### src/rtl/serial_pkg.sv
// +--------------------------------------------------------------------+
// | serial_pkg: shared state encoding and line levels for serial links |
// | Revision: 1.0                                                      |
// +--------------------------------------------------------------------+
`timescale 1ns/1ps
`default_nettype none

package serial_pkg;

  typedef enum logic [2:0] {
    S_IDLE   = 3'd0,
    S_START  = 3'd1,
    S_DATA   = 3'd2,
    S_PARITY = 3'd3,
    S_STOP   = 3'd4
  } state_e;

  localparam logic LINE_IDLE = 1'b1;
  localparam logic START_BIT = 1'b0;
  localparam logic STOP_BIT  = 1'b1;

  // Counter width for a 0..n-1 range, never narrower than one bit.
  function automatic int min1_clog2(input int n);
    return (n > 1) ? $clog2(n) : 1;
  endfunction

endpackage

`default_nettype wire

### src/rtl/serial_frame_tx_if.sv
// +--------------------------------------------------------------------+
// | serial_frame_tx_if: load handshake and serial line of transmitter  |
// | Revision: 1.0                                                      |
// +--------------------------------------------------------------------+
`timescale 1ns/1ps
`default_nettype none

interface serial_frame_tx_if #(
  parameter int DATA_W = 8
);

  logic [DATA_W-1:0] DIN;
  logic              LOAD;
  logic              READY;
  logic              TXD;
  logic              TXD_n;
  logic              DONE;

  modport master (
    output DIN, LOAD,
    input  READY, TXD, TXD_n, DONE
  );

  modport slave (
    input  DIN, LOAD,
    output READY, TXD, TXD_n, DONE
  );

endinterface

`default_nettype wire

### src/rtl/bit_timer.sv
// +--------------------------------------------------------------------+
// | bit_timer: counts CLKS_PER_BIT clocks, ticks on each bit boundary  |
// | Revision: 1.0                                                      |
// +--------------------------------------------------------------------+
`timescale 1ns/1ps
`default_nettype none

module bit_timer
  import serial_pkg::*;
#(
  parameter int CLKS_PER_BIT = 4
) (
  input  logic CLK,
  input  logic RST,
  input  logic clear_i,
  input  logic enable_i,
  output logic tick_o
);

  localparam int            CW   = min1_clog2(CLKS_PER_BIT);
  localparam logic [CW-1:0] LAST = CW'(CLKS_PER_BIT - 1);

  logic [CW-1:0] cnt_q;

  // Tick marks the final cycle of a bit so the owner can advance on that edge.
  assign tick_o = enable_i && (cnt_q == LAST);

  always_ff @(posedge CLK) begin
    if (RST || clear_i) begin
      cnt_q <= '0;
    end else if (enable_i) begin
      cnt_q <= (cnt_q == LAST) ? '0 : cnt_q + 1'b1;
    end
  end

endmodule

`default_nettype wire

### src/rtl/serial_frame_tx.sv
// +--------------------------------------------------------------------+
// | serial_frame_tx: start/data(LSB first)/[parity]/stop transmitter;  |
// | even parity compiled in with SERIAL_FRAME_TX_PARITY_EN.            |
// | Revision: 1.0                                                      |
// +--------------------------------------------------------------------+
`timescale 1ns/1ps
`default_nettype none

module serial_frame_tx
  import serial_pkg::*;
#(
  parameter int DATA_W       = 8,
  parameter int CLKS_PER_BIT = 4
) (
  input  logic              CLK,
  input  logic              RST,
  serial_frame_tx_if.slave  bus
);

  localparam int            IW       = min1_clog2(DATA_W);
  localparam logic [IW-1:0] LAST_IDX = IW'(DATA_W - 1);

  state_e            state_q;
  logic [DATA_W-1:0] shift_q;
  logic [DATA_W-1:0] w_shift_nxt;
  logic [IW-1:0]     idx_q;
  logic              txd_q;
  logic              txdn_q;
  logic              ready_q;
  logic              done_q;
  logic              w_tick;
`ifdef SERIAL_FRAME_TX_PARITY_EN
  logic              parity_q;
`endif

  assign w_shift_nxt = shift_q >> 1;

  bit_timer #(
    .CLKS_PER_BIT (CLKS_PER_BIT)
  ) u_bit_timer (
    .CLK      (CLK),
    .RST      (RST),
    .clear_i  (state_q == S_IDLE),
    .enable_i (state_q != S_IDLE),
    .tick_o   (w_tick)
  );

  // Line levels are set on the edge that enters each bit, keeping TXD a pure flop.
  always_ff @(posedge CLK) begin
    if (RST) begin
      state_q  <= S_IDLE;
      shift_q  <= '0;
      idx_q    <= '0;
      txd_q    <= LINE_IDLE;
      txdn_q   <= ~LINE_IDLE;
      ready_q  <= 1'b1;
      done_q   <= 1'b0;
`ifdef SERIAL_FRAME_TX_PARITY_EN
      parity_q <= 1'b0;
`endif
    end else begin
      done_q <= 1'b0;
      case (state_q)
        S_IDLE: begin
          if (bus.LOAD) begin
            shift_q  <= bus.DIN;
            idx_q    <= '0;
            txd_q    <= START_BIT;
            txdn_q   <= ~START_BIT;
            ready_q  <= 1'b0;
            state_q  <= S_START;
`ifdef SERIAL_FRAME_TX_PARITY_EN
            parity_q <= ^bus.DIN;
`endif
          end
        end
        S_START: begin
          if (w_tick) begin
            txd_q   <= shift_q[0];
            txdn_q  <= ~shift_q[0];
            state_q <= S_DATA;
          end
        end
        S_DATA: begin
          if (w_tick) begin
            if (idx_q == LAST_IDX) begin
`ifdef SERIAL_FRAME_TX_PARITY_EN
              txd_q   <= parity_q;
              txdn_q  <= ~parity_q;
              state_q <= S_PARITY;
`else
              txd_q   <= STOP_BIT;
              txdn_q  <= ~STOP_BIT;
              state_q <= S_STOP;
`endif
            end else begin
              idx_q   <= idx_q + 1'b1;
              shift_q <= w_shift_nxt;
              txd_q   <= w_shift_nxt[0];
              txdn_q  <= ~w_shift_nxt[0];
            end
          end
        end
`ifdef SERIAL_FRAME_TX_PARITY_EN
        S_PARITY: begin
          if (w_tick) begin
            txd_q   <= STOP_BIT;
            txdn_q  <= ~STOP_BIT;
            state_q <= S_STOP;
          end
        end
`endif
        S_STOP: begin
          if (w_tick) begin
            txd_q   <= LINE_IDLE;
            txdn_q  <= ~LINE_IDLE;
            ready_q <= 1'b1;
            done_q  <= 1'b1;
            state_q <= S_IDLE;
          end
        end
        default: begin
          txd_q   <= LINE_IDLE;
          txdn_q  <= ~LINE_IDLE;
          ready_q <= 1'b1;
          state_q <= S_IDLE;
        end
      endcase
    end
  end

  assign bus.TXD   = txd_q;
  assign bus.TXD_n = txdn_q;
  assign bus.READY = ready_q;
  assign bus.DONE  = done_q;

endmodule

`default_nettype wire

### src/flat_wrapper.sv
// flat-port wrapper written by rule: the top's interface ports become plain ports
module serial_frame_tx_flat import serial_pkg::*;
#(
  parameter int DATA_W       = 8,
  parameter int CLKS_PER_BIT = 4
)
  (CLK, RST, bus_DIN, bus_LOAD, bus_READY, bus_TXD, bus_TXD_n, bus_DONE);
  serial_frame_tx_if #(.DATA_W(DATA_W)) bus_i ();
  input  logic CLK;
  input  logic RST;
  input wire logic [$bits(bus_i.DIN)-1:0] bus_DIN;
  input wire logic [$bits(bus_i.LOAD)-1:0] bus_LOAD;
  output wire logic [$bits(bus_i.READY)-1:0] bus_READY;
  output wire logic [$bits(bus_i.TXD)-1:0] bus_TXD;
  output wire logic [$bits(bus_i.TXD_n)-1:0] bus_TXD_n;
  output wire logic [$bits(bus_i.DONE)-1:0] bus_DONE;
  assign bus_i.DIN = bus_DIN;
  assign bus_i.LOAD = bus_LOAD;
  assign bus_READY = bus_i.READY;
  assign bus_TXD = bus_i.TXD;
  assign bus_TXD_n = bus_i.TXD_n;
  assign bus_DONE = bus_i.DONE;
  serial_frame_tx #(.DATA_W(DATA_W), .CLKS_PER_BIT(CLKS_PER_BIT)) u_core (.CLK(CLK), .RST(RST), .bus(bus_i));
endmodule
### config.mk
export PLATFORM = sky130hd
export DESIGN_NAME = serial_frame_tx_flat
export DESIGN_NICKNAME = d
export VERILOG_FILES = /design/src/rtl/serial_pkg.sv /design/src/rtl/serial_frame_tx_if.sv /design/src/rtl/bit_timer.sv /design/src/rtl/serial_frame_tx.sv /design/src/flat_wrapper.sv
export SDC_FILE = /design/constraint.sdc
export NUM_CORES = 1
export LEC_CHECK = 0
export CAP_MARGIN = 15
export CORE_ASPECT_RATIO = 1.25
export CORE_MARGIN = 2
export CORE_UTILIZATION = 41
export DETAILED_ROUTE_END_ITERATION = 8
export PLACE_DENSITY = 0.67
export SETUP_SLACK_MARGIN = 0.15
export SYNTH_ARGS = -nofsm -noshare
export SYNTH_HDL_FRONTEND = slang
export SYNTH_SLANG_ARGS = --single-unit
export TNS_END_PERCENT = 50
### constraint.sdc
create_clock -name CLK -period 2 [get_ports CLK]
set_input_delay 0.2 -clock CLK [delete_from_list [all_inputs] [get_ports CLK]]
set_output_delay 0.2 -clock CLK [all_outputs]
set_load 0.05 [all_outputs]
# Yosys cells after proc, flatten, opt, wreduce, memory -nomap -nowiden
# Cells that the tools add are included.
# totals
regBits,20
inputBits,11
out_inout_bits,4
wordCells,65
# classes
n_addsub,2
n_eq_ne,11
muxes,29
bitwise_logic,4
n_reduce_logical,11
# ops
cell,count
$mux W3,8
$mux W8,3
$pmux W8 S2,1
$pmux W3 S4,1
$mux W1,11
$ne A2 B2 Y1 const B,5
$pmux W1 S4,2
$reduce_and A4 Y1,2
$eq A3 B3 Y1 const B,2
$pmux W3 S2,1
$reduce_and A5 Y1,1
$not A1 Y1,4
$reduce_or A2 Y1,2
$add A3 B1 Y3 const B,1
$eq A3 B1 Y1 const B,1
$eq A3 B2 Y1 const B,1
$logic_not A3 Y1,1
$pmux W1 S3,1
$reduce_and A3 Y1,1
$reduce_bool A3 Y1,1
$add A2 B1 Y2 const B,1
$eq A2 B2 Y1 const B,1
$mux W2,1
$ne A2 B1 Y1 const B,1
other kinds (3),3

# Longest topological paths before layout
# depth
depth_word,4
mapped_depth,7
depth_no_buf,5

# Cells and area by module
# A second synthesis with hierarchy kept.
# hier_totals
cells_unflattened,119
area_unflattened_um2,1136.1
# modules_own_cells
module,instances,cells_each,area_per_inst_um2,seq_area_each_um2
serial_frame_tx,1,110,1034.7,360.3
bit_timer,1,9,101.3,40.0

# Worst setup path after synthesis
# OpenSTA, ideal clock, no wires.
# synth_timing
kind,flip-flop to flip-flop
start,register u_core.idx_q[0]
end,register u_core.idx_q[1]
setup_ns,0.072
t_arrival_ns,1.432
required_time_ns,1.928
path_slack_ns,0.496
path_stages_with_launch,8
path_buffers,2
period_less_slack_ns,1.504
cell_sequence,dfxtp_1 > ha_1 > ha_1 > and3b_1 > buf_6 > o21a_4 > buf_6 > mux2i_1
# synth_between
elab_chain_cells,4
word_cells_on_any_way,7
classes_between,1 x add/sub; 2 x eq/ne; 3 x mux; 1 x reduce/logical
# synth_rtl
element,line_no,rtl
start: declaration,serial_frame_tx.sv:26,logic [IW-1:0] idx_q;
start signal: assignment,serial_frame_tx.sv:97,idx_q <= idx_q + 1'b1;
$add A3 B1 Y3,serial_frame_tx.sv:97,
$mux W3,serial_frame_tx.sv:86,if (idx_q == LAST_IDX) begin
$mux W3,serial_frame_tx.sv:85,if (w_tick) begin
$pmux W3 S2,serial_frame_tx.sv:63,case (state_q)
# Several ways; a longest one is shown, not always the timed one. The select of a mux whose other input is x is not followed.
# A chain may end at the register's enable or synchronous reset.

# Worst setup path after layout
# layout_timing
start,register u_core.ready_q (netlist: u_core.bus.READY)
end,output port bus_READY
# layout_rtl
element,line_no,rtl
start: declaration,serial_frame_tx.sv:29,logic ready_q;
start signal: assignment,serial_frame_tx.sv:56,ready_q <= 1'b1;
start signal: assignment,serial_frame_tx.sv:70,ready_q <= 1'b0;
start signal: assignment,serial_frame_tx.sv:117,ready_q <= 1'b1;
end: declaration,flat_wrapper.sv:13,output wire logic [$bits(bus_i.READY)-1:0] bus_READY;
# No word-level cell between the ends.

==> metrics.csv <==
metric,value,unit
io_buffers,14,
synth_edf_count,0,
crit_required,1.80,ns
routed-via-count,858,
areaGrowthSynthToFinish,14.8,%
maxSlewViolCount,0,
p_leak,0.449,nW
power_density,624,nW/um2
worstMarginPinSlew,0.605,ns
ant_nets,0,
met1_usage,0.191,
critical-path-top-delay-family,buffers and inverters,
use_met2,0.238,
yosysSeqAreaShare,0.371,
rsz0062_at_grt,false,
cts.repair.resized,0,
synth_cells,115,
overflow,0,
syn_nets,129,
fmax,0.584,GHz
place.gp.congestion,0.736,
top_usage_layer,met2,
cp_max_fo,4,
r2r-start,u_core.idx_q[0],
arrival,1.51,ns
ir_drop,0.387,mV
antenna_found_initial,0,
viasPerCell,5.46,
path_buf_inv,1,
firstDrtPassIters,4,
die_h,61.3,um
min_from,u_core.u_bit_timer.cnt_q[0],
cts_tree,yes,
clkLatencyLatePin,0.30,ns
fin_skew,0.00186,ns
fin_crit_sh,0.856,
grt_max_degree,20,
core-area,2480,um2
io-pin-count,15,
syn_avg_cell_area,9.38,um2
drive_gt1_frac,0.0887,
cp-startpoint,u_core.bus.READY,
status,"complete, no violations",
die_area,3060,um2
htreeDepth,1,
grt_pass1_vias,798,
dieWidth,49.9,um
cp_cell_sequence,clkdlybuf4s50_1,
dp_hpwl,1420,um
routedWlPerCell,12.7,um
synth_cell_types,31,
max_slew_margin,0.596,
cts_buffers,3,
nets,140,
ys_seq_elements,20,
synthArstFlopShare,0,
clock-root-buffer,clkbuf_4,
clock-sinks,20,
setup_viol,0,
end_kind,primary output,
tns,0,ns
grt_pass1_wl,3520,um
gr-usage-met3,0.0340,
critical-path-max-stage-delay,0.82,ns
postCtsSetupBuffers,0,
routed_wl,2000,um
clockBufferDepth,2,
worst_slack,0.289,ns
insertedDiodeCount,0,
hold_viol_final,0,
place_ws,0.382,ns
yosys_warnings,0,
ctsHoldBuffers,0,
drc,0,
synth_ff_type,dfxtp_1,
start_util,0.435,
max_cap_viol_count,0,
slowest_stage,clkdlybuf4s50_1,
finalPower,0.773,mW
clkTransAtPathRegs,0.11,ns
min_path_type,register to register,
drt-initial-drc-count,9,
critPathLaunchType,register,
finalCriticalPeriod,1.71,ns
syn_area,1080,um2
holdWs,0.437,ns
track_usage,0.152,
timing_worst_setup_path_type,register to primary output,
placementRows,20,
==> layout make-up <==
type                            count  area (um2)
Clock buffer                        3        22.5
Tap cell                           33        41.3
Timing Repair Buffer               19         178
Inverter                            3        11.3
Fill cell                         233        1240
Sequential cell                    20         400
Multi-Input combinational cell     79         586
==> logic make-up (layout without fill, tap and decap cells) <==
group | after synthesis | count (layout) | share of synthesized area
flip-flops | 20 | 20 | 0.371
AND/OR/NAND/NOR | 30 | 30 | 0.155
adder cells (fa/ha/maj) | 3 | 3 | 0.0348
AO/OA/AOI/OAI | 30 | 30 | 0.203
buffers and inverters | 16 | 25 | 0.0858
multiplexers | 16 | 16 | 0.150
==> stage by stage <==
step                 util  cell area (um2)  std cells
finish              0.500             1240        157
global route        0.500             1240        157
CTS                 0.500             1240        157
detailed placement  0.491             1220        154
global placement    0.491             1220        154
floorplan               -             1080        115
==> where the power goes <==
part           total (mW)  internal (mW)  switching (mW)
registers           0.438          0.421          0.0170
logic               0.144         0.0718          0.0726
clock network       0.191         0.0703           0.121
==> cell usage after synthesis (3+ instances only) <==
cell type | count | area share
a21oi_1 | 9 | 0.042
o21bai_1 | 7 | 0.049
nand2_1 | 7 | 0.024
nor4_1 | 3 | 0.017
buf_2 | 7 | 0.032
inv_1 | 3 | 0.010
dfxtp_1 | 20 | 0.37
ha_1 | 3 | 0.035
mux2i_1 | 15 | 0.14
buf_6 | 3 | 0.031
o311ai_0 | 7 | 0.057
nor3_1 | 5 | 0.023
==> placed cells by master, fill, tap and decap left out, types with 2 or more instances in the layout <==
cell / synthesis / final
o21bai_1: 7 / 7
clkdlybuf4s50_1: 0 / 14
dfxtp_1: 20 / 20
nor4b_1: 2 / 2
nor4_1: 3 / 3
mux2i_1: 15 / 15
nand2_1: 7 / 7
a21oi_1: 9 / 9
nor2b_1: 2 / 2
nor3_1: 5 / 5
nor3b_1: 2 / 2
inv_1: 3 / 3
clkbuf_4: 0 / 3
a211o_1: 2 / 2
nand3_1: 2 / 2
buf_4: 0 / 5
ha_1: 3 / 3
o311ai_0: 7 / 7
nor2_1: 2 / 2
==> state kept, by name (all words and copies together), names as in the netlist <==
name / flops
u_core.idx_q: 3
u_core.bus.TXD: 1
u_core.bus.DONE: 1
u_core.bus.READY: 1
u_core.bus.TXD_n: 1
u_core.state_q: 3
u_core.u_bit_timer.cnt_q: 2
u_core.shift_q: 8
==> layer usage <==
layer | part of all wire | wire length (um) | up-vias
met4 | 0.022 | 44 | 0
met5 | 0 | 0 | -
li1 | - | - | 453
met1 | 0.48 | 963 | 382
met2 | 0.46 | 919 | 18
met3 | 0.036 | 73 | 5
==> worst register-to-register path, stage by stage (launching register included) <==
cell and delay, ns:
dfxtp_1 0.34, ha_1 0.20, ha_1 0.23, and3b_1 0.36
o21a_4 0.25, mux2i_1 0.20
==> worst paths after layout <==
path	slack [ns]	to	cells after the start
worst max-delay path	0.29	bus_READY	1
worst min register to register	0.44	u_core.u_bit_timer.cnt_q[0]	1
worst max register to register	0.36	u_core.idx_q[2]	5
worst min-delay path	0.44	u_core.u_bit_timer.cnt_q[0]	1
Power figures use the tool's default switching activity.
==> variant 1, RTL diff (same flow settings) <==
`CLKS_PER_BIT` is set to 4 in 3 places; all go to 8.
--- a/src/rtl/bit_timer.sv
+++ b/src/rtl/bit_timer.sv
@@ -8,7 +8,7 @@
 module bit_timer
   import serial_pkg::*;
 #(
-  parameter int CLKS_PER_BIT = 4
+  parameter int CLKS_PER_BIT = 8
 ) (
   input  logic CLK,
   input  logic RST,
--- a/src/rtl/serial_frame_tx.sv
+++ b/src/rtl/serial_frame_tx.sv
@@ -10,7 +10,7 @@
   import serial_pkg::*;
 #(
   parameter int DATA_W       = 8,
-  parameter int CLKS_PER_BIT = 4
+  parameter int CLKS_PER_BIT = 8
 ) (
   input  logic              CLK,
   input  logic              RST,
--- a/src/flat_wrapper.sv
+++ b/src/flat_wrapper.sv
@@ -2,7 +2,7 @@
 module serial_frame_tx_flat import serial_pkg::*;
 #(
   parameter int DATA_W       = 8,
-  parameter int CLKS_PER_BIT = 4
+  parameter int CLKS_PER_BIT = 8
 )
   (CLK, RST, bus_DIN, bus_LOAD, bus_READY, bus_TXD, bus_TXD_n, bus_DONE);
   serial_frame_tx_if #(.DATA_W(DATA_W)) bus_i ();
Check against the original RTL: not equivalent (a bounded check fails within 10 cycles, from zero or initial values and one cycle with RST high).
==> variant 1 against the unedited design <==
Wire length decreased by 11%; core utilization is 0.68 points higher; register-to-register slack worse by 40 ps; sequential cell count grew 1; global-route usage decreased by 0.87 points; worst setup slack gained 3.0 ps; die area down 5.5%; cell area fell by 1.7%; sequential power increased by 4.6%; area after synthesis is 5.9% lower; fmax grew 0.18%; power is 2.1% higher; critical path type unchanged; critical endpoint unchanged; largest power group unchanged; highest routed layer unchanged.
==> variant 1: results (changes against the unedited design) <==
stage	metric	value	unit	change
status	outcome	complete, no violations		
global_routing	global-route wire length before repair	3220	um	-8.4%
sta	Setup Skew	2.37	ps	+0.510 ps
place	placed cell area	0.00118	mm2	-2.7%
cts	root buffer cell	clkbuf_4		
drt	final wirelength	1770	um	-11%
synthesis	top cells by count, synth	dfxtp_1 (21), mux2i_1 (12), nor2_1 (12)		
hold_path	hold endpoint	u_core.u_bit_timer.cnt_q[0]		
place	RD Place Congestion	0.797		+8.3%
hold_path	Hold Path Origin	u_core.u_bit_timer.cnt_q[0]		
synthesis	syn_nets	122		-5.4%
final_layout	share of cells above drive strength 1	0.142		+0.0530
cts	CTS max path bufs	2		unchanged
drt	number of DRC markers in iteration 0	14		+5
setup_path	max incr delay on CP	820	ps	about the same
sta	worst slew pin tran	585	ps	-20.1 ps
setup_path	reg2reg end	u_core.shift_q[2]		
synthesis	post-synthesis cell type count	23		-26%
setup_path	R2R setup slack	320	ps	-40 ps
global_routing	Tot GR Track Use	0.143		-0.00866
global_routing	pin count of the biggest net entering global routing	23		+15%
synthesis	register area share after synthesis	0.414		+0.0431
final_layout	post-layout net count	136		-2.9%
synthesis	Synth area leaders	dfxtp_1 (41%), mux2i_1 (12%), a211oi_2 (8.6%)		
synthesis	YS warnings	0		unchanged
place	pre-CTS setup slack	308	ps	-73.8 ps
place	Post-Place Cells	149		-3.2%
sta	crit path time final	1710	ps	-3.04 ps
drt	via/cell ratio	5.16		-5.5%
final_layout	Filler cells	241		+3.4%
drt	Detailed Routing Iterations Pass 1	4		unchanged
synthesis	Mapped Cells	107		-7.0%
power	LEAKAGE	0.000438	uW	-2.5%
setup_path	r2r worst-path depth	7		+2
synthesis	Main synth FF type	dfxtp_1		
power	Peak VDD IR	0.438	mV	+13%
drt	DR vias	790		-7.9%
sta	Max Slew Vio Count	0		unchanged
place	Post-DP HPWL	1290	um	-9.6%
## variant 1: layout make-up
class | count | share of cell area
tap | 33 | 0.0339
clock inverter | 1 | 0.00411
sequential | 21 | 0.345
timing repair buffer | 17 | 0.137
multi-input combinational | 75 | 0.452
inverter | 3 | 0.00925
clock buffer | 3 | 0.0185
## variant 1: logic make-up (layout without fill, tap and decap cells)
kind of cell    Yosys count  after routing  synth area share
simple gates             38             38             0.210
buf+inv                  11             24            0.0456
compound gates           21             21             0.163
mux                      12             12             0.118
fa+ha+maj                 4              4            0.0493
flops                    21             21             0.414
## variant 1: how the worst max path moves through the flow
stage | from | endpoint | cells past startpoint
4_1_cts | u_core.idx_q[0] | u_core.shift_q[2] | 7
5_1_grt | u_core.idx_q[0] | u_core.idx_q[2] | 7
3_5_place_dp | u_core.idx_q[0] | u_core.shift_q[2] | 7
3_3_place_gp | u_core.idx_q[0] | u_core.idx_q[2] | 7
2_1_floorplan | u_core.idx_q[0] | u_core.idx_q[1] | 7
6_report | u_core.bus.READY | bus_READY | 1
## variant 1: where the power goes
part	internal (uW)	leakage, uW	switching (uW)
registers	441	0.000172	17.4
logic	63.7	0.000248	70.1
clock network	74.3	0.0000177	123
total	579	0.000438	211
## variant 1: metal layers
metal,GRT usage,vias to the layer above,wire (um)
li1,-,409,-
met1,0.156,367,784
met2,0.274,12,925
met3,0.0253,2,47
met4,0.0612,0,17
met5,0,-,0
## variant 1: per-stage QoR
stage	hold WS, ps	util
floorplan	365	-
CTS	450	0.504
global route	471	0.507
detailed placement	433	0.493
finish	451	0.507
global placement	415	0.493
## variant 1: repair_timing
item,4_1_cts,5_1_grt
hold buffers,0,0
gates resized for setup,0,2
setup endpoints to repair,0,11
hold endpoints to repair,0,0
==> variant 2, RTL diff (same flow settings) <==
Made on the original files. Reset style: asynchronous (`RST`), changed in one clocked block.
--- a/src/rtl/serial_frame_tx.sv
+++ b/src/rtl/serial_frame_tx.sv
@@ -46,7 +46,7 @@
   );
 
   // Line levels are set on the edge that enters each bit, keeping TXD a pure flop.
-  always_ff @(posedge CLK) begin
+  always_ff @(posedge CLK or posedge RST) begin
     if (RST) begin
       state_q  <= S_IDLE;
       shift_q  <= '0;
Formal check against the unedited RTL: differs if RST is asserted again (counterexample within 4 cycles, from zero or initial values and one cycle with RST high); with RST held inactive, the same outputs for 10 cycles.
==> variant 2 against the unedited design <==
First-iteration DRC count grew 89%; worst setup slack lost 48 ps; largest cell class unchanged; cell area grew 6.1%; global-route usage shrank 1.4 points; sequential cell count is the same; wire length shrank 13%; area after synthesis shrank 2.8%; synthesized cell count shrank 22%; highest routed layer unchanged; count of clock-buffer cells in the layout is the same.
Power is not compared: it rests on default switching activity, and its combinational part moved more than twofold at a synthesized area within 25%.
==> variant 2: results (changes against the unedited design) <==
stage	metric	value	unit	change
setup_path	CP arrival	1960	ps	+450 ps
final_layout	share of cells above drive strength 1	0.182		+0.0931
drt	number of DRC markers in iteration 0	17		+8
synthesis	mux cell area share after synthesis	0.223		+0.0735
synthesis	Main synth FF type	dfrtp_1		
drt	routed wl met2	866	um	-5.8%
synthesis	top cells by count, synth	dfrtp_1 (16), mux2_1 (14), inv_1 (6)		
setup_path	Worst path top cell family by delay	flip-flops		
setup_path	Crit Path Max Fanout	6		+2
setup_path	worst flop-to-flop path startpoint	u_core.idx_q[0]		
global_routing	pin count of the biggest net entering global routing	19		-5.0%
setup_path	max incr delay on CP	420	ps	-400 ps
synthesis	Adder-Cell Fraction of Synth Area	0.0358		+0.000997
synthesis	xor and xnor area share after synthesis	0		unchanged
synthesis	Synth area leaders	dfrtp_1 (38%), mux2_1 (15%), dfstp_2 (5.0%)		
place	Post-Place Cells	136		-12%
sta	Min Hold Slack	344	ps	-92.9 ps
sta	Slew headroom	0.564		-0.0316
drt	DR vias	721		-16%
setup_path	slowest CP cell	dfrtp_1		
place	placed cell area	0.00123	mm2	+0.93%
place	Post-DP HPWL	1280	um	-9.9%
synthesis	syn_nets	104		-19%
setup_path	R2R setup slack	240	ps	-120 ps
synthesis	register area share after synthesis	0.470		+0.0989
place	RD Place Congestion	0.718		-2.5%
global_routing	Tot GR Track Use	0.138		-0.0136
setup_path	reg2reg end	u_core.idx_q[0]		
final_layout	Filler cells	232		-0.43%
sta	Setup Skew	8.54	ps	+6.68 ps
final_layout	biggest registers after layout	u_core.shift_q (8), u_core.idx_q (3), u_core.state_q (3)		
drt	via/cell ratio	5.04		-7.7%
status	outcome	complete, no violations		
drt	WL per Instance	12.2	um	-4.4%
final_layout	post-layout net count	125		-11%
synthesis	Compound-Gate Fraction of Synth Area	0.0632		-0.140
place	pre-CTS setup slack	176	ps	-206 ps
synthesis	post-synthesis cell type count	32		+3.2%
drt	met3 routed WL	53	um	-27%
setup_path	r2r worst-path depth	6		+1
drt	WL met1	789	um	-18%
global_routing	global-route wire length before repair	3140	um	-11%
hold_path	worst hold path class	input port to asynchronous set/reset pin		
## variant 2: cell count changes in the layout (fill, tap and decap cells not counted), sizes merged, moves of 4 or more
cell / change
dfrtp: +16
mux2i: -10
dfxtp: -18
a21oi: -4
mux2: +15
o21bai: -7
o311ai: -7
## variant 2: routing by layer
layer  track usage  vias to the layer above
met1         0.181                      350
met5             0                        -
li1              -                      354
met2         0.222                       12
met4        0.0735                        0
met3        0.0222                        5
## variant 2: cells by family after synthesis
logic type,count (synthesis)
flops,20
mux,21
fa+ha+maj,3
simple gates,24
buf+inv,12
compound gates,10
## variant 2: cell type report
| class | count | area, um2 | share of cell area |
|---|---|---|---|
| multi-input combinational | 58 | 499 | 0.380 |
| timing repair buffer | 22 | 205 | 0.156 |
| sequential | 20 | 493 | 0.375 |
| inverter | 6 | 22.5 | 0.0171 |
| clock inverter | 1 | 30.0 | 0.0229 |
| tap | 33 | 41.3 | 0.0314 |
| clock buffer | 3 | 22.5 | 0.0171 |
## variant 2: worst max path at each step
stage | start | to | slack, ps | cells after the start
2_1_floorplan | u_core.idx_q[0] | u_core.idx_q[0] | 240 | 6
3_3_place_gp | u_core.idx_q[0] | u_core.idx_q[0] | 230 | 6
3_5_place_dp | u_core.idx_q[0] | u_core.idx_q[0] | 180 | 6
4_1_cts | u_core.bus.READY | bus_READY | 150 | 1
5_1_grt | u_core.idx_q[0] | u_core.idx_q[0] | 170 | 6
6_report | u_core.idx_q[0] | u_core.idx_q[0] | 240 | 6
## variant 2: report_power, final
group | total, uW | internal (uW) | switching (uW) | leakage, uW
sequential | 634 | 555 | 79.1 | 0.000237
combinational | 514 | 257 | 257 | 0.000312
clock | 327 | 203 | 124 | 0.0000279
